[config.mk]
export PLATFORM = sky130hd
export DESIGN_NAME = cryptoveril_decrypt
export DESIGN_NICKNAME = d
export VERILOG_FILES = /design/src/rtl/cryptoveril_pkg.sv /design/src/rtl/cryptoveril_dec_round.sv /design/src/rtl/cryptoveril_decrypt.sv
export SDC_FILE = /design/constraint.sdc
export NUM_CORES = 1
export LEC_CHECK = 0
export ABC_AREA = 1
export ABC_CLOCK_PERIOD_IN_PS = 3400
export BUFFER_PORTS_ARGS = -buffer_cell sky130_fd_sc_hd__buf_2
export CAP_MARGIN = 20
export CORE_MARGIN = 2
export CORE_UTILIZATION = 60
export CTS_BUF_LIST = sky130_fd_sc_hd__clkbuf_8
export CTS_CLUSTER_DIAMETER = 60
export CTS_CLUSTER_SIZE = 30
export DETAILED_ROUTE_END_ITERATION = 6
export HOLD_SLACK_MARGIN = 0.02
export PLACE_DENSITY = 0.93
export SLEW_MARGIN = 0
export SYNTH_ARGS = -nofsm -noshare
export SYNTH_HDL_FRONTEND = slang
export SYNTH_SLANG_ARGS = --single-unit
[constraint.sdc]
create_clock -name clk -period 3.4 [get_ports clk]
set_input_delay 0.68 -clock clk [delete_from_list [all_inputs] [get_ports clk]]
set_output_delay 0.68 -clock clk [all_outputs]
set_load 0.005 [all_outputs]
[src/rtl/cryptoveril_pkg.sv]
// Shared definitions for the cryptoveril cipher: FSM states, the round-key
// helpers (mask/addk) used by both the encryptor and the decryptor, and the
// 16-bit rotate helpers the round datapaths are built from.
package cryptoveril_pkg;

    // Controller states shared by the iterative cipher blocks
    typedef enum logic [1:0] {
        IDLE  = 2'd0,
        ROUND = 2'd1,
        DONE  = 2'd2
    } state_t;

    // Largest round count the 3-bit round index can address
    localparam int ROUNDS_MAX = 8;

    localparam int WORD_W = 16;
    localparam int KEY_W  = 5;
    localparam int RIDX_W = 3;

    // Per-round XOR mask: key and round index, repeated twice
    function automatic logic [WORD_W-1:0] mask(input logic [KEY_W-1:0]  k,
                                               input logic [RIDX_W-1:0] r);
        return {k, r, k, r};
    endfunction

    // Additive key: the key zero-padded into each byte
    function automatic logic [WORD_W-1:0] addk(input logic [KEY_W-1:0] k);
        return {3'b000, k, 3'b000, k};
    endfunction

    // Rotate right by 0..15; an amount of 0 leaves the word unchanged
    function automatic logic [WORD_W-1:0] rotr16(input logic [WORD_W-1:0] x,
                                                 input logic [3:0]        amt);
        logic [2*WORD_W-1:0] doubled;
        doubled = {x, x} >> amt;
        return doubled[WORD_W-1:0];
    endfunction

    // Rotate left by 0..15; an amount of 0 leaves the word unchanged
    function automatic logic [WORD_W-1:0] rotl16(input logic [WORD_W-1:0] x,
                                                 input logic [3:0]        amt);
        logic [2*WORD_W-1:0] doubled;
        doubled = {x, x} << amt;
        return doubled[2*WORD_W-1:WORD_W];
    endfunction

    // One forward round, as the encryption pipeline computes it
    function automatic logic [WORD_W-1:0] enc_round(input logic [WORD_W-1:0] x,
                                                    input logic [KEY_W-1:0]  k,
                                                    input logic [RIDX_W-1:0] r);
        return (rotl16(x, k[3:0]) ^ mask(k, r)) + addk(k);
    endfunction

endpackage

[src/rtl/cryptoveril_dec_round.sv]
// Single combinational decryption round of the cryptoveril cipher.
// Undoes one encryption round: subtract the additive key (wrapping), strip the
// round mask, then rotate right by the low four key bits.
module cryptoveril_dec_round
    import cryptoveril_pkg::*;
(
    input  logic [WORD_W-1:0] x,
    input  logic [KEY_W-1:0]  k,
    input  logic [RIDX_W-1:0] r,
    output logic [WORD_W-1:0] x_next
);

    logic [WORD_W-1:0] diff;
    logic [WORD_W-1:0] unmasked;

    // Inverse of (rotl, xor, add) applied in reverse order
    always_comb begin
        diff     = x - addk(k);
        unmasked = diff ^ mask(k, r);
        x_next   = rotr16(unmasked, k[3:0]);
    end

endmodule

[src/rtl/cryptoveril_decrypt.sv]
// Iterative cryptoveril decryptor: accepts one ciphertext word with its key,
// runs the rounds from ROUNDS-1 down to 0 at one round per clock, and presents
// the plaintext until the downstream takes it.
// Optional build macro CRYPTOVERIL_DEC_PARITY_EN adds an even-parity input
// (in_par) checked against the ciphertext; otherwise out_err is tied low.
module cryptoveril_decrypt
    import cryptoveril_pkg::*;
#(
    parameter int ROUNDS = 4
) (
    input  logic              clk,
    input  logic              rst,
    input  logic [KEY_W-1:0]  key_bits,
    input  logic [WORD_W-1:0] input_data,
    input  logic              in_valid,
    output logic              in_ready,
    output logic [WORD_W-1:0] output_data,
    output logic              out_valid,
    input  logic              out_ready,
    output logic              busy,
`ifdef CRYPTOVERIL_DEC_PARITY_EN
    input  logic              in_par,
`endif
    output logic              out_err
);

    // First round index processed after a word is accepted
    localparam logic [RIDX_W-1:0] LAST_ROUND = RIDX_W'(ROUNDS - 1);

    state_t            state;
    logic [WORD_W-1:0] data_q;
    logic [KEY_W-1:0]  key_q;
    logic [RIDX_W-1:0] round_q;
    logic [WORD_W-1:0] round_out;
    logic              accept;
    logic              finishing;

    assign accept    = (state == IDLE) && in_valid;
    assign finishing = (state == ROUND) && (round_q == '0);

    // One shared round datapath, fed from the working registers every cycle
    cryptoveril_dec_round u_round (
        .x      (data_q),
        .k      (key_q),
        .r      (round_q),
        .x_next (round_out)
    );

    // Controller: accept, iterate rounds, then hold the result for downstream
    always_ff @(posedge clk or negedge rst) begin
        if (!rst) begin
            state       <= IDLE;
            data_q      <= '0;
            key_q       <= '0;
            round_q     <= '0;
            output_data <= '0;
            in_ready    <= 1'b1;
            out_valid   <= 1'b0;
            busy        <= 1'b0;
        end else begin
            case (state)
                IDLE: begin
                    if (in_valid) begin
                        data_q   <= input_data;
                        key_q    <= key_bits;
                        round_q  <= LAST_ROUND;
                        state    <= ROUND;
                        in_ready <= 1'b0;
                        busy     <= 1'b1;
                    end
                end
                ROUND: begin
                    data_q <= round_out;
                    if (round_q == '0) begin
                        output_data <= round_out;
                        out_valid   <= 1'b1;
                        state       <= DONE;
                    end else begin
                        round_q <= round_q - 1'b1;
                    end
                end
                DONE: begin
                    if (out_ready) begin
                        out_valid <= 1'b0;
                        busy      <= 1'b0;
                        in_ready  <= 1'b1;
                        state     <= IDLE;
                    end
                end
                default: begin
                    out_valid <= 1'b0;
                    busy      <= 1'b0;
                    in_ready  <= 1'b1;
                    state     <= IDLE;
                end
            endcase
        end
    end

`ifdef CRYPTOVERIL_DEC_PARITY_EN
    logic par_err_q;

    // Parity verdict is taken at accept and only shown while the word is in DONE
    always_ff @(posedge clk or negedge rst) begin
        if (!rst) begin
            par_err_q <= 1'b0;
            out_err   <= 1'b0;
        end else begin
            if (accept) begin
                par_err_q <= ^{input_data, in_par};
            end
            if (finishing) begin
                out_err <= par_err_q;
            end else if ((state == DONE) && out_ready) begin
                out_err <= 1'b0;
            end
        end
    end
`else
    assign out_err = 1'b0;
`endif

endmodule

* Yosys cells after proc, flatten, opt, wreduce, memory -nomap -nowiden *
Index checks and enable logic that the tools add are counted.

storage, ports and cells
  input bits = 25
  bits in registers = 45
  logic and storage cells = 47

operators by class
  shift-type cells = 1
  add/sub/neg operators = 2
  reductions and logical operators = 10
  mux-type cells = 17
  bitwise operators = 3
  equal/unequal tests = 6

operators with widths
  cell                                                                   number
  16-bit one-hot mux with 2 select lines                                 1
  32-bit by 4-bit right shift with 16-bit output                         1
  16-bit two-way mux                                                     1
  16-bit by 13-bit subtractor with 16-bit output                         1
  16-bit XOR                                                             1
  3-bit AND reduction                                                    4
  1-bit one-hot mux with 3 select lines                                  3
  2-bit two-way mux                                                      3
  3-bit two-way mux                                                      2
  2-bit != test, second input constant                                   3
  2-bit one-hot mux with 3 select lines                                  1
  3-bit one-hot mux with 2 select lines                                  1
  2-bit AND reduction                                                    3
  1-bit two-way mux                                                      5
  3-bit logical NOT                                                      1
  3-bit by 1-bit subtractor with 3-bit output, second input constant     1
  2-bit by 1-bit equality test with 1-bit output, second input constant  1
  2-bit equality test, second input constant                             1
  2-bit logical NOT                                                      1
  2-bit by 1-bit != test with 1-bit output, second input constant        1
  1-bit NOT                                                              2
  2-bit nonzero test                                                     1

* Logic depth before layout (Yosys ltp) *
Gate-level depths: netlist of the first run.

  word-level depth = 4
  mapped depth = 19
  depth with buffers taken out = 18

* By module *
A second synthesis of the first run with hierarchy kept.

second synthesis, totals
  cells, all modules = 632
  area total of the unflattened synthesis = 3,907.5 um^2

modules (own cells, without submodules)
  module                 area an instance (um^2)  cells an instance  instances
  cryptoveril_decrypt    2,083.2                  261                1
  cryptoveril_dec_round  1,824.2                  371                1

* Least setup slack after synthesis of the first run *
No wires, ideal clock.

  path type = register to register
  from = reg key_q[1]
  to = reg data_q[5]
  setup slack = 921 ps
  required time = 3,284 ps
  buffers on the path = 2
  setup time = 116 ps
  arrival = 2,362 ps
  clock period less this slack = 2,479 ps
  cell stages (with the launch flop) = 19
  cell sequence = dfrtp_1 > buf_2 > clkinv_1 > buf_2 > ha_1 > nand2_1 > inv_1 > nand2_1 > nand2_1 > a21oi_1 > nand2_1 > nand2_1 > nand3_1 > nand3_1 > nand3_2 > nand3_1 > nand3_1 > nand2_1 > nand2_1

between the ends
  longest elaborated chain between the ends = 4

RTL lines
  item                                                line                         RTL
  start: declaration                                  cryptoveril_decrypt.sv:32    logic [KEY_W-1:0] key_q;
  start signal: assignment                            cryptoveril_decrypt.sv:65    key_q <= key_bits;
  16-bit by 13-bit subtractor with 16-bit output      cryptoveril_dec_round.sv:18  diff = x - addk(k);
  16-bit XOR                                          cryptoveril_dec_round.sv:19  unmasked = diff ^ mask(k, r);
  32-bit by 4-bit right shift with 16-bit output (*)  cryptoveril_pkg.sv:35        doubled = {x, x} >> amt;
  16-bit one-hot mux with 2 select lines (*)          cryptoveril_decrypt.sv:61    case (state)
  end signal: assignment                              cryptoveril_decrypt.sv:64    data_q <= input_data;
  end signal: assignment                              cryptoveril_decrypt.sv:73    data_q <= round_out;
  end: declaration                                    cryptoveril_decrypt.sv:31    logic [WORD_W-1:0] data_q;

Every way passes the cells marked *; elsewhere a longest branch is shown, timed or not.
A chain may end at the register's enable or synchronous reset.

* Final worst setup path of the first run *
  from = reg data_q[0]
  to = reg data_q[8]

between the ends
  longest elaborated chain between the ends = 4

RTL lines
  item                                            line
  16-bit by 13-bit subtractor with 16-bit output  cryptoveril_dec_round.sv:18
  16-bit XOR                                      cryptoveril_dec_round.sv:19
  32-bit by 4-bit right shift with 16-bit output  cryptoveril_pkg.sv:35
  16-bit one-hot mux with 2 select lines          cryptoveril_decrypt.sv:61

No other way between the ends.

==> results of run 1 <==
-- routing by layer --
| metal | wire, um | vias to the layer above | GRT usage |
|---|---|---|---|
| met1 | 5320 | 1897 | 0.484 |
| li1 | - | 2034 | - |
| met5 | 0 | - | 0 |
| met3 | 1050 | 40 | 0.0767 |
| met4 | 534 | 0 | 0.153 |
| met2 | 5180 | 201 | 0.530 |
-- flip-flops by register name, indices dropped and copies added, names as in the netlist --
signal / cells
busy: 1
out_valid: 1
data_q: 16
key_q: 5
output_data: 16
round_q: 3
in_ready: 1
state: 2
-- worst max-delay path, stage by stage (launching register included) --
cell and delay [ps]:
dfrtp_1 370, inv_1 80, ha_1 230, fa_1 400
inv_1 100, nand2_1 70, nand2_1 80, nand3_1 110
nand2_1 100, xor2_1 260, nand2_1 110, nand3_1 180
nand3_1 140, nand3_1 130, nand3_1 70, nand2_1 110
nand2_1 70
-- cells in the final DEF (no fill, tap or decap), types with 2 or more instances in the layout --
cell and instances:
nor2_2 7, nor2_4 4, buf_2 43, a21oi_1 7, nand2_1 230, ha_1 13
o21ai_1 3, xnor2_1 7, inv_1 49, nand2_2 2, nand3_2 14, clkbuf_8 5
nor2_1 56, nand4_1 2, dfrtp_1 44, clkinv_1 4, and2_1 2, inv_2 7
or2_1 2, xor2_1 11, o21ai_0 7, nand3_1 117, buf_4 11
-- stage by stage --
step | util | worst slack, ps | std cells
after global placement | 0.661 | 735 | 727
after global routing | 0.676 | 422 | 734
after CTS | 0.673 | 711 | 733
final | 0.676 | 673 | 734
after detailed placement | 0.661 | 734 | 727
after floorplan | - | 921 | 618
-- final cells by class --
cell class              instances  area (um2)
clock buffers                   5        68.8
clock inverters                 1        5.00
fillers                       578        2030
flip-flops and latches         45        1130
inverters                      60         225
multi-input cells             491        2400
repair buffers                 55         318
well taps                      77        96.3
-- final timing paths --
check                               startpoint         endpoint  slack [ps]  cells past startpoint
worst max-delay path                 data_q[0]        data_q[8]         670                     16
worst min-delay path                       rst  output_data[10]         180                      1
worst max register to register       data_q[0]        data_q[8]         670                     16
worst min register to register  output_data[8]   output_data[8]         480                      2
max in group asynchronous                  rst         in_ready        2710                      2
min in group clk                output_data[8]   output_data[8]         480                      2
-- kinds of logic after synthesis --
group                      after synthesis
adders and majority gates               14
other                                    1
and+or+nand+nor                        438
buffers and inverters                   82
xor gates and xnor gates                18
AOI/OAI and AO/OA                       20
DFF                                     45
==> results_tabular.tex, run 1 <==
\begin{tabular}{lr}
\hline
Metric & Value \\
\hline
\multicolumn{2}{l}{\textbf{CTS}} \\
\quad CTS Buffer Depth & 2 \\
\quad CTS tree & yes \\
\quad Post-CTS sizing & 0 \\
\quad TritonCTS Buffers & 5 \\
\quad Root buffer cell & clkbuf\_8 \\
\quad Hold-fix buffers at CTS & 0 \\
\quad Worst-path clk slew & 90 ps \\
\quad Insertion delay of the later-clocked pin in the worst-skew pair & 300 ps \\
\quad Total clock sinks & 45 \\
\quad Number of levels in the clock H-tree & 2 \\
\quad Post CTS Setup Buffer Count & 0 \\
\multicolumn{2}{l}{\textbf{Worst setup path}} \\
\quad Arrival time reported for the critical path endpoint & 2920 ps \\
\quad Category of the most critical setup path & reg2reg \\
\quad Largest fanout of any net on the critical path & 3 \\
\quad WP data required & 3590 ps \\
\quad Type of element capturing the critical path & flip-flop \\
\quad Type of origin of the critical path & flip-flop \\
\multicolumn{2}{l}{\textbf{Cells and area}} \\
\quad Design area & 4240 um2 \\
\quad \# diodes & 0 \\
\quad Total Nets Final & 697 \\
\quad Area growth, synth to finish & 9.60\% \\
\quad Share of post-route cells with drive strength above 1 & 0.146 \\
\multicolumn{2}{l}{\textbf{Yosys}} \\
\quad Flip-flop cell with the highest count after synthesis & dfrtp\_1 \\
\quad Fraction of the mapped netlist area in compound gates & 0.0278 \\
\quad Total standard cell area after synthesis & 3870 um2 \\
\quad Number of synthesized register bits & 45 \\
\quad Main combinational cell family by area after synthesis & simple AND/OR/NAND/NOR gates \\
\quad Cell with the most instances after synthesis & nand2\_1 \\
\quad Number of enable flip-flop cells after synthesis & 0 \\
\quad Leading area contributor after synthesis & dfrtp\_1 \\
\quad Simple-gate share of the synthesized area & 0.504 \\
\quad Post-synthesis share of cell area spent on full adders, half adders and majority gates & 0.0472 \\
\quad Xor and xnor fraction of the mapped netlist area & 0.0407 \\
\quad Proportion of register bits with asynchronous set or reset after synthesis & 1.00 \\
\quad Fraction of post-synthesis cell area in the top cell type by area & 0.284 \\
\quad Sequential element share of the synthesized area & 0.291 \\
\quad Most numerous cell types in the synthesized netlist & nand2\_1, nand3\_1, nor2\_1, inv\_1, dfrtp\_1 \\
\quad Post-synth net total & 657 \\
\quad Mean post-synth cell area & 6.27 um2 \\
\quad Post-Synthesis Cells & 618 \\
\quad Number of synthesis warnings & 0 \\
\quad Number of different library cells in the post-synthesis netlist & 31 \\
\quad Mux share of post-synthesis cell area & 0 \\
\quad Dominant cells by area after synthesis & dfrtp\_1, nand2\_1, nand3\_1 \\
\multicolumn{2}{l}{\textbf{STA}} \\
\quad Setup\_tns & 0 ps \\
\quad Least-Margin Pin Slew & 631 ps \\
\quad Hold Slack & 183 ps \\
\quad Max-slew violations & 0 \\
\quad Final worst path period need & 2730 ps \\
\quad Final hold violations & 0 \\
\quad Highest clock rate & 0.367 GHz \\
\quad RSZ-0062 raised after global routing & no \\
\quad Post-Route Skew & 5.44 ps \\
\quad Remaining max-slew budget at the tightest pin & 0.578 \\
\quad Setup-violating endpoint count in the final report & 0 \\
\quad Final critical-path share of the clock period & 0.802 \\
\multicolumn{2}{l}{\textbf{Floorplanning}} \\
\quad Top-Level Pins & 45 \\
\quad Core Rows & 29 \\
\quad Placeable Area & 6280 um2 \\
\quad X dimension of the die & 84.3 um \\
\quad Die Area & 7110 um2 \\
\quad Initial core utilization & 0.617 \\
\quad DIE HEIGHT & 84.3 um \\
\multicolumn{2}{l}{\textbf{GRT}} \\
\quad First-pass GRT wire length & 19500 um \\
\quad Via count of the first global-routing pass & 3973 \\
\quad Maximum number of pins on one net before global-route repair & 46 \\
\quad Number of antenna violations at the first check in global routing & 0 \\
\quad GRT Overall Usage & 0.350 \\
\quad Grt ovf & 0 \\
\multicolumn{2}{l}{\textbf{Placement}} \\
\quad Input/output buffers & 43 \\
\quad Placer congestion estimate & 1.00 \\
\quad Hpwl dp & 9530 um \\
\quad Placed inst area & 4150 um2 \\
\multicolumn{2}{l}{\textbf{Detailed routing}} \\
\quad Drt wl/cell & 16.5 um \\
\quad Detailed Route Iter0 Violations & 332 \\
\quad Number of nets still failing antenna checks after routing & 0 \\
\quad Vias per Instance & 5.68 \\
\quad DR pass1 iterations & 6 \\
\quad Total wire length after detailed routing & 12100 um \\
\quad Via Count & 4172 \\
\quad DRC violation count after routing & 0 \\
\multicolumn{2}{l}{\textbf{Worst hold path}} \\
\quad Worst min-delay path category & in2async \\
\multicolumn{2}{l}{\textbf{Status}} \\
\quad Outcome & completed \\
\multicolumn{2}{l}{\textbf{Job}} \\
\quad \# Max-Cap Violations & 0 \\
\hline
\end{tabular}
Power of run 1 is not shown: default switching activity piles up to over one toggle a cycle in this logic, so the estimate is an artifact.
==> run 2: changes to the inputs <==
Settings changed: ABC_AREA 1 to 0, ABC_CLOCK_PERIOD_IN_PS 3400 to 2600, PLACE_DENSITY 0.93 to 0.92.
Clock period 3.4 ns to 2.6 ns, I/O delays scaled along.
==> run 2 against run 1 <==
The flow now stops in global routing. Synthesized cell count decreased by 17%. Area after synthesis rose by 6.1%.
==> results_tabular.tex, run 2 <==
\begin{tabular}{lr}
\hline
Metric & Value \\
\hline
\multicolumn{2}{l}{\textbf{CTS}} \\
\quad CTS Buffer Depth & 2 \\
\quad Root buffer cell & clkbuf\_8 \\
\quad TritonCTS Buffers & 5 \\
\quad Number of levels in the clock H-tree & 2 \\
\quad Total clock sinks & 45 \\
\multicolumn{2}{l}{\textbf{Yosys}} \\
\quad Number of synthesis warnings & 0 \\
\quad Fraction of post-synthesis cell area in the top cell type by area & 0.268 \\
\quad Post-Synthesis Cells & 511 \\
\quad Most numerous cell types in the synthesized netlist & nand2\_1, nor2\_1, dfrtp\_1, a21oi\_1, o21ai\_0 \\
\quad Dominant cells by area after synthesis & dfrtp\_1, a21oi\_1, nand2\_1 \\
\quad Post-synthesis share of cell area spent on full adders, half adders and majority gates & 0.0444 \\
\quad Number of enable flip-flop cells after synthesis & 0 \\
\quad Simple-gate share of the synthesized area & 0.200 \\
\quad Mean post-synth cell area & 8.04 um2 \\
\quad Fraction of the mapped netlist area in compound gates & 0.313 \\
\quad Flip-flop cell with the highest count after synthesis & dfrtp\_1 \\
\quad Xor and xnor fraction of the mapped netlist area & 0.0572 \\
\quad Main combinational cell family by area after synthesis & compound AO/OA/AOI/OAI gates \\
\quad Post-synth net total & 550 \\
\quad Total standard cell area after synthesis & 4110 um2 \\
\quad Sequential element share of the synthesized area & 0.274 \\
\quad Cell with the most instances after synthesis & nand2\_1 \\
\quad Proportion of register bits with asynchronous set or reset after synthesis & 1.00 \\
\quad Leading area contributor after synthesis & dfrtp\_1 \\
\quad Mux share of post-synthesis cell area & 0.0633 \\
\quad Number of different library cells in the post-synthesis netlist & 78 \\
\quad Number of synthesized register bits & 45 \\
\multicolumn{2}{l}{\textbf{Placement}} \\
\quad Placer congestion estimate & 1.10 \\
\quad Input/output buffers & 43 \\
\quad Setup slack at placement & -542 ps \\
\quad Hpwl dp & 14000 um \\
\multicolumn{2}{l}{\textbf{Floorplanning}} \\
\quad Core Rows & 30 \\
\quad Top-Level Pins & 45 \\
\quad Initial core utilization & 0.612 \\
\quad DIE HEIGHT & 86.8 um \\
\quad X dimension of the die & 86.8 um \\
\multicolumn{2}{l}{\textbf{Status}} \\
\quad Outcome & did not finish \\
\quad Exit stage & global routing \\
\quad Tool error & [ERROR GRT-0116] Global routing finished with congestion. Check the congestion regions in the DRC Viewer. \\
\multicolumn{2}{l}{\textbf{GRT}} \\
\quad Maximum number of pins on one net before global-route repair & 29 \\
\quad GRT Overall Usage & 0.724 \\
\quad Via count of the first global-routing pass & 6847 \\
\quad First-pass GRT wire length & 40400 um \\
\quad Grt ovf & 4 \\
\hline
\end{tabular}
==> run 2: what timing repair did <==
| item | CTS |
|---|---|
| pin swaps | 13 |
| endpoints found under the setup margin | 32 |
| resized for setup | 29 |
| setup buffers | 11 |
| hold buffers | 0 |
==> run 2: per-layer routing <==
layer | track usage | overflow
met4 | 0.730 | 2
met2 | 0.859 | 2
met1 | 0.744 | 0
met5 | 0.154 | 0
met3 | 0.584 | 0
==> run 2: cell families after synthesis <==
kind of cell             after synthesis
AO/OA/AOI/OAI                        192
AND/OR/NAND/NOR                      170
buffers and inverters                 46
flip-flops                            45
XOR/XNOR                              26
multiplexers                          17
adder cells (fa/ha/maj)               14
other                                  1
==> run 2: metrics by stage <==
step | TNS, ps | hold slack [ps] | cell area [um2] | std cells | utilization
floorplan | -4450 | 224 | 4370 | 511 | -
detailed placement | -13210 | 483 | 5340 | 718 | 0.795
global placement | -7980 | 465 | 5340 | 718 | 0.795
CTS | -15860 | 241 | 5660 | 735 | 0.842
==> run 3: changes to the inputs <==
Settings changed: CORE_UTILIZATION 60 to 40, CTS_BUF_LIST sky130_fd_sc_hd__clkbuf_8 to not set, CTS_CLUSTER_DIAMETER 60 to not set, CTS_CLUSTER_SIZE 30 to not set, HOLD_SLACK_MARGIN 0.02 to not set, PLACE_DENSITY 0.92 to not set, PLACE_DENSITY_LB_ADDON set to 0.15.
==> run 3 against run 2 <==
The flow now finishes, with violations (setup timing). Area after synthesis did not move. Synthesized cell count is the same.
==> results_tabular.tex, run 3 <==
\begin{tabular}{lr}
\hline
Metric & Value \\
\hline
\multicolumn{2}{l}{\textbf{Worst setup path}} \\
\quad Slowest CP cell & mux4\_2 \\
\quad Largest stage delay on the critical path & 550 ps \\
\quad Arrival time reported for the critical path endpoint & 3410 ps \\
\quad Cell chain of the critical path & ha\_1, buf\_4, a211oi\_2, o21ai\_2, or2\_4, xnor2\_2, mux4\_2, mux4\_2, a21oi\_2 \\
\quad CP most frequent cell & mux4\_2 \\
\quad Type of element capturing the critical path & flip-flop \\
\quad Worst flop-to-flop path startpoint & data\_q[12] \\
\quad Path depth of the worst reg2reg path & 9 \\
\quad WP data required & 2840 ps \\
\quad Worst reg2reg setup slack & -570 ps \\
\quad Crit. Startpoint & data\_q[12] \\
\quad Largest fanout of any net on the critical path & 7 \\
\quad Capturing element of the worst setup path & data\_q[3] \\
\quad Type of origin of the critical path & flip-flop \\
\quad Reg2reg end & data\_q[3] \\
\quad Category of the most critical setup path & reg2reg \\
\multicolumn{2}{l}{\textbf{Yosys}} \\
\quad Simple-gate share of the synthesized area & 0.200 \\
\quad Fraction of post-synthesis cell area in the top cell type by area & 0.268 \\
\quad Number of different library cells in the post-synthesis netlist & 78 \\
\quad Most numerous cell types in the synthesized netlist & nand2\_1, nor2\_1, dfrtp\_1, a21oi\_1, o21ai\_0 \\
\quad Xor and xnor fraction of the mapped netlist area & 0.0572 \\
\quad Proportion of register bits with asynchronous set or reset after synthesis & 1.00 \\
\quad Main combinational cell family by area after synthesis & compound AO/OA/AOI/OAI gates \\
\quad Mean post-synth cell area & 8.04 um2 \\
\quad Number of synthesis warnings & 0 \\
\quad Fraction of the mapped netlist area in compound gates & 0.313 \\
\quad Flip-flop cell with the highest count after synthesis & dfrtp\_1 \\
\quad Number of enable flip-flop cells after synthesis & 0 \\
\quad Sequential element share of the synthesized area & 0.274 \\
\quad Cell with the most instances after synthesis & nand2\_1 \\
\quad Leading area contributor after synthesis & dfrtp\_1 \\
\quad Number of synthesized register bits & 45 \\
\quad Mux share of post-synthesis cell area & 0.0633 \\
\quad Post-synth net total & 550 \\
\quad Post-Synthesis Cells & 511 \\
\quad Post-synthesis share of cell area spent on full adders, half adders and majority gates & 0.0444 \\
\quad Dominant cells by area after synthesis & dfrtp\_1, a21oi\_1, nand2\_1 \\
\quad Total standard cell area after synthesis & 4110 um2 \\
\multicolumn{2}{l}{\textbf{STA}} \\
\quad Least-Margin Pin Slew & 886 ps \\
\quad RSZ-0062 raised after global routing & yes \\
\quad Max-slew violations & 0 \\
\quad Final worst path period need & 3170 ps \\
\quad Highest clock rate & 0.315 GHz \\
\quad Remaining max-slew budget at the tightest pin & 0.410 \\
\quad Setup-violating endpoint count in the final report & 32 \\
\quad Post-route setup slack & -575 ps \\
\quad Post-Route Skew & 8.26 ps \\
\quad Final critical-path share of the clock period & 1.22 \\
\quad Final hold violations & 0 \\
\multicolumn{2}{l}{\textbf{Floorplanning}} \\
\quad Core Rows & 37 \\
\quad Die Area & 11100 um2 \\
\quad Placeable Area & 10100 um2 \\
\quad Top-Level Pins & 45 \\
\quad Initial core utilization & 0.405 \\
\quad DIE HEIGHT & 105 um \\
\quad X dimension of the die & 105 um \\
\multicolumn{2}{l}{\textbf{Status}} \\
\quad Outcome & finished, violations left \\
\quad Violations in the final reports & setup timing \\
\multicolumn{2}{l}{\textbf{CTS}} \\
\quad Number of levels in the clock H-tree & 2 \\
\quad Insertion delay of the later-clocked pin in the worst-skew pair & 310 ps \\
\quad Hold-fix buffers at CTS & 0 \\
\quad CTS Buffer Depth & 2 \\
\quad Root buffer cell & clkbuf\_8 \\
\quad Worst-path clk slew & 90 ps \\
\quad TritonCTS Buffers & 5 \\
\quad CTS tree & yes \\
\quad Total clock sinks & 45 \\
\multicolumn{2}{l}{\textbf{Cells and area}} \\
\quad Design area & 6030 um2 \\
\quad Core utilization of the finished layout & 0.595 \\
\quad Total Nets Final & 698 \\
\quad Most common cell after layout, fill and taps aside & buf\_4 \\
\quad Final Non-Filler Cells & 796 \\
\quad \# diodes & 0 \\
\quad Share of post-route cells with drive strength above 1 & 0.444 \\
\quad Largest regs & data\_q: 16 flops, output\_data: 16 flops, key\_q: 5 flops \\
\quad Most frequent cells in the layout & buf\_4, nand2\_1, nor2\_1 \\
\quad Area growth, synth to finish & 46.8\% \\
\multicolumn{2}{l}{\textbf{GRT}} \\
\quad Maximum number of pins on one net before global-route repair & 39 \\
\quad Via count of the first global-routing pass & 4797 \\
\quad Number of antenna violations at the first check in global routing & 0 \\
\quad Grt ovf & 0 \\
\quad First-pass GRT wire length & 26200 um \\
\quad GRT Overall Usage & 0.310 \\
\multicolumn{2}{l}{\textbf{Detailed routing}} \\
\quad Drt wl/cell & 21.5 um \\
\quad DR pass1 iterations & 5 \\
\quad Via Count & 4777 \\
\quad DRC violation count after routing & 0 \\
\quad Vias per Instance & 6.00 \\
\quad Total wire length after detailed routing & 17100 um \\
\quad Detailed Route Iter0 Violations & 381 \\
\quad Number of nets still failing antenna checks after routing & 0 \\
\multicolumn{2}{l}{\textbf{Placement}} \\
\quad Placer congestion estimate & 0.957 \\
\quad Hpwl dp & 13200 um \\
\quad Input/output buffers & 43 \\
\quad Number of cells after detailed placement & 774 \\
\quad Placed inst area & 5410 um2 \\
\multicolumn{2}{l}{\textbf{Worst hold path}} \\
\quad Worst min-delay path category & in2async \\
\multicolumn{2}{l}{\textbf{Job}} \\
\quad \# Max-Cap Violations & 0 \\
\hline
\end{tabular}
==> run 3: layer usage <==
metal,wire length (um),track usage,vias up
li1,-,-,2207
met1,6940,0.404,2310
met2,8060,0.510,220
met3,1290,0.0408,40
met4,792,0.144,0
met5,0,0,-
==> run 3: cell families after synthesis <==
logic type               Yosys count
AO/OA/AOI/OAI                    192
XOR/XNOR                          26
adder cells (fa/ha/maj)           14
buffers and inverters             46
flip-flops                        45
multiplexers                      17
other                              1
AND/OR/NAND/NOR                  170
==> run 3: worst min-delay path by stage <==
| stage | startpoint | to | slack, ps | cells past startpoint |
|---|---|---|---|---|
| floorplan | rst | busy | 220 | 0 |
| global placement | output_data[11] | output_data[11] | 460 | 2 |
| detailed placement | output_data[12] | output_data[12] | 470 | 2 |
| CTS | rst | output_data[14] | 340 | 1 |
| global route | rst | out_valid | 380 | 1 |
| finish | rst | out_valid | 330 | 1 |
==> run 3: what timing repair did <==
action	in CTS	in global routing
endpoints found under the setup margin	32	32
resized for setup	46	37
buffers inserted	9	6
pin swaps	17	14
==> run 3: through the flow <==
step	setup WS [ps]	hold slack (ps)	TNS (ps)
after global routing	-632	378	-16280
after global placement	-507	461	-12230
final	-575	327	-13410
after detailed placement	-532	468	-13450
after CTS	-496	340	-11580
after floorplan	-436	224	-4450
==> run 3: worst max-delay path: cells and delay by family (launching register included) <==
family	cells	cell delay, ps
compound gates	3	560
xor+xnor	1	140
fa+ha+maj	1	390
buf+inv	1	200
flops	1	450
mux	2	1100
simple gates	1	260
==> run 3: final cells by class <==
| class | count | area (um2) |
|---|---|---|
| inverters | 16 | 72.6 |
| clock inverters | 3 | 50.0 |
| well taps | 136 | 170 |
| flip-flops and latches | 45 | 1130 |
| clock buffers | 5 | 68.8 |
| fillers | 920 | 4110 |
| multi-input cells | 420 | 3350 |
| repair buffers | 171 | 1190 |
Power of run 3 is left out for the same reason.
==> run 4: changes to the inputs <==
Settings changed: PLACE_DENSITY_LB_ADDON 0.15 to not set.
==> run 4 against run 3 <==
Register-to-register slack gained 60 ps. Die area is the same. Critical path depth grew 2. Non-clock buffer count grew 22. Clock skew shrank 6.6 ps. Cell count grew 2.8%. Fmax grew 1.8%. Sequential share of layout area shrank 1.1 points. Sequential cell count is the same. The run still ends with setup timing left. Count of clock-buffer cells in the layout grew 1. First-iteration DRC count shrank 4.5%.
==> results_tabular.tex, run 4 (same netlist as run 3, synthesis figures left out) <==
\begin{tabular}{lr}
\hline
Metric & Value \\
\hline
\multicolumn{2}{l}{\textbf{Floorplanning}} \\
\quad X dimension of the die & 105 um \\
\quad Top-Level Pins & 45 \\
\quad Die Area & 11100 um2 \\
\quad Core Rows & 37 \\
\quad DIE HEIGHT & 105 um \\
\quad Placeable Area & 10100 um2 \\
\quad Initial core utilization & 0.405 \\
\multicolumn{2}{l}{\textbf{Placement}} \\
\quad Hpwl dp & 13400 um \\
\quad Placer congestion estimate & 0.972 \\
\quad Input/output buffers & 43 \\
\quad Placed inst area & 5490 um2 \\
\multicolumn{2}{l}{\textbf{Worst setup path}} \\
\quad WP data required & 2840 ps \\
\quad Category of the most critical setup path & reg2reg \\
\quad Largest stage delay on the critical path & 540 ps \\
\quad Worst reg2reg setup slack & -520 ps \\
\quad Cell chain of the critical path & inv\_2, ha\_4, fa\_2, nand2b\_4, a21bo\_4, a211oi\_2, or2\_4, xnor2\_2, mux4\_2, mux4\_2, o21ai\_2 \\
\quad Arrival time reported for the critical path endpoint & 3360 ps \\
\quad Type of element capturing the critical path & flip-flop \\
\quad Path depth of the worst reg2reg path & 11 \\
\quad Reg2reg end & output\_data[3] \\
\quad Crit. Startpoint & data\_q[0] \\
\quad Buffers \& Inverters on Critical Path & 1 \\
\quad Worst flop-to-flop path startpoint & data\_q[0] \\
\quad Crit-path leading delay family & multiplexers \\
\quad Worst path depth & 11 \\
\quad Largest fanout of any net on the critical path & 4 \\
\quad Type of origin of the critical path & flip-flop \\
\quad Slowest CP cell & mux4\_2 \\
\quad Capturing element of the worst setup path & output\_data[3] \\
\quad CP most frequent cell & mux4\_2 \\
\multicolumn{2}{l}{\textbf{STA}} \\
\quad Final critical-path share of the clock period & 1.20 \\
\quad Post-Route Skew & 1.69 ps \\
\quad Setup-violating endpoint count in the final report & 32 \\
\quad RSZ-0062 raised after global routing & yes \\
\quad Max-slew violations & 0 \\
\quad Highest clock rate & 0.321 GHz \\
\quad Final hold violations & 0 \\
\quad Setup\_tns & -11320 ps \\
\quad Post-route setup slack & -518 ps \\
\quad Least-Margin Pin Slew & 711 ps \\
\quad Remaining max-slew budget at the tightest pin & 0.526 \\
\quad Final worst path period need & 3120 ps \\
\multicolumn{2}{l}{\textbf{Cells and area}} \\
\quad Total Nets Final & 720 \\
\quad Most common cell after layout, fill and taps aside & buf\_4 \\
\quad Largest regs & data\_q: 16 flops, output\_data: 16 flops, key\_q: 5 flops \\
\quad Most frequent cells in the layout & buf\_4, nand2\_1, buf\_2 \\
\quad Area growth, synth to finish & 55.5\% \\
\quad \# diodes & 0 \\
\quad Fill cell count & 855 \\
\quad Design area & 6390 um2 \\
\quad Share of post-route cells with drive strength above 1 & 0.484 \\
\multicolumn{2}{l}{\textbf{CTS}} \\
\quad Total clock sinks & 45 \\
\quad TritonCTS Buffers & 5 \\
\quad CTS Buffer Depth & 2 \\
\quad Worst-path clk slew & 80 ps \\
\quad Number of levels in the clock H-tree & 2 \\
\quad Insertion delay of the later-clocked pin in the worst-skew pair & 310 ps \\
\quad Root buffer cell & clkbuf\_8 \\
\quad Hold-fix buffers at CTS & 0 \\
\quad CTS tree & yes \\
\multicolumn{2}{l}{\textbf{GRT}} \\
\quad First-pass GRT wire length & 26300 um \\
\quad Via count of the first global-routing pass & 4784 \\
\quad Maximum number of pins on one net before global-route repair & 32 \\
\quad GRT Overall Usage & 0.313 \\
\quad Number of antenna violations at the first check in global routing & 0 \\
\quad Grt ovf & 0 \\
\multicolumn{2}{l}{\textbf{Status}} \\
\quad Outcome & finished, violations left \\
\quad Violations in the final reports & setup timing \\
\multicolumn{2}{l}{\textbf{Detailed routing}} \\
\quad Via Count & 4993 \\
\quad Number of nets still failing antenna checks after routing & 0 \\
\quad DRC violation count after routing & 0 \\
\quad Vias per Instance & 6.10 \\
\quad DR pass1 iterations & 5 \\
\quad Drt wl/cell & 21.7 um \\
\quad Detailed Route Iter0 Violations & 364 \\
\quad Total wire length after detailed routing & 17700 um \\
\multicolumn{2}{l}{\textbf{Worst hold path}} \\
\quad Worst min-delay path category & in2async \\
\multicolumn{2}{l}{\textbf{Job}} \\
\quad \# Max-Cap Violations & 0 \\
\hline
\end{tabular}
-- run 4: cell types whose count changed in the layout (fill, tap and decap cells not counted), moves of 3 or more --
cell	delta
o21ai_1	+3
buf_4	+9
o21ai_0	-6
buf_6	+13
-- run 4: timing repair --
item	CTS	global route
setup buffers	21	7
cloned	0	0
gates resized for setup	103	27
setup endpoints to repair	32	32
pin swaps	45	9
-- run 4: layout make-up --
type                       count  area, um2  area share
tap                          136        170      0.0266
clock buffer                   6       82.6      0.0129
clock inverter                 2       13.8     0.00215
inverter                      16       72.6      0.0114
multi-input combinational    420       3510       0.550
sequential                    45       1130       0.177
timing repair buffer         193       1410       0.220
-- run 4: metal layers --
metal	GRT usage	up-vias	routed length, um
li1	-	2264	-
met1	0.399	2418	6980
met2	0.521	260	8560
met3	0.0390	51	1300
met4	0.159	0	870
met5	0	-	0
-- run 4: stage by stage --
stage / utilization / hold WS [ps] / setup WS (ps) / instances
2_1_floorplan: - / 224 / -436 / 511
3_3_place_gp: 0.541 / 460 / -497 / 784
3_5_place_dp: 0.541 / 469 / -529 / 784
4_1_cts: 0.611 / 268 / -488 / 811
5_1_grt: 0.631 / 296 / -565 / 818
6_report: 0.631 / 246 / -518 / 818
-- run 4: how the worst min path moves through the flow --
| stage | endpoint | slack (ps) | cells after the start |
|---|---|---|---|
| floorplan | busy | 220 | 0 |
| global placement | output_data[14] | 460 | 2 |
| detailed placement | output_data[11] | 470 | 2 |
| CTS | key_q[3] | 270 | 1 |
| global route | output_data[0] | 300 | 1 |
| finish | key_q[3] | 250 | 1 |
Power of run 4 is left out for the same reason.
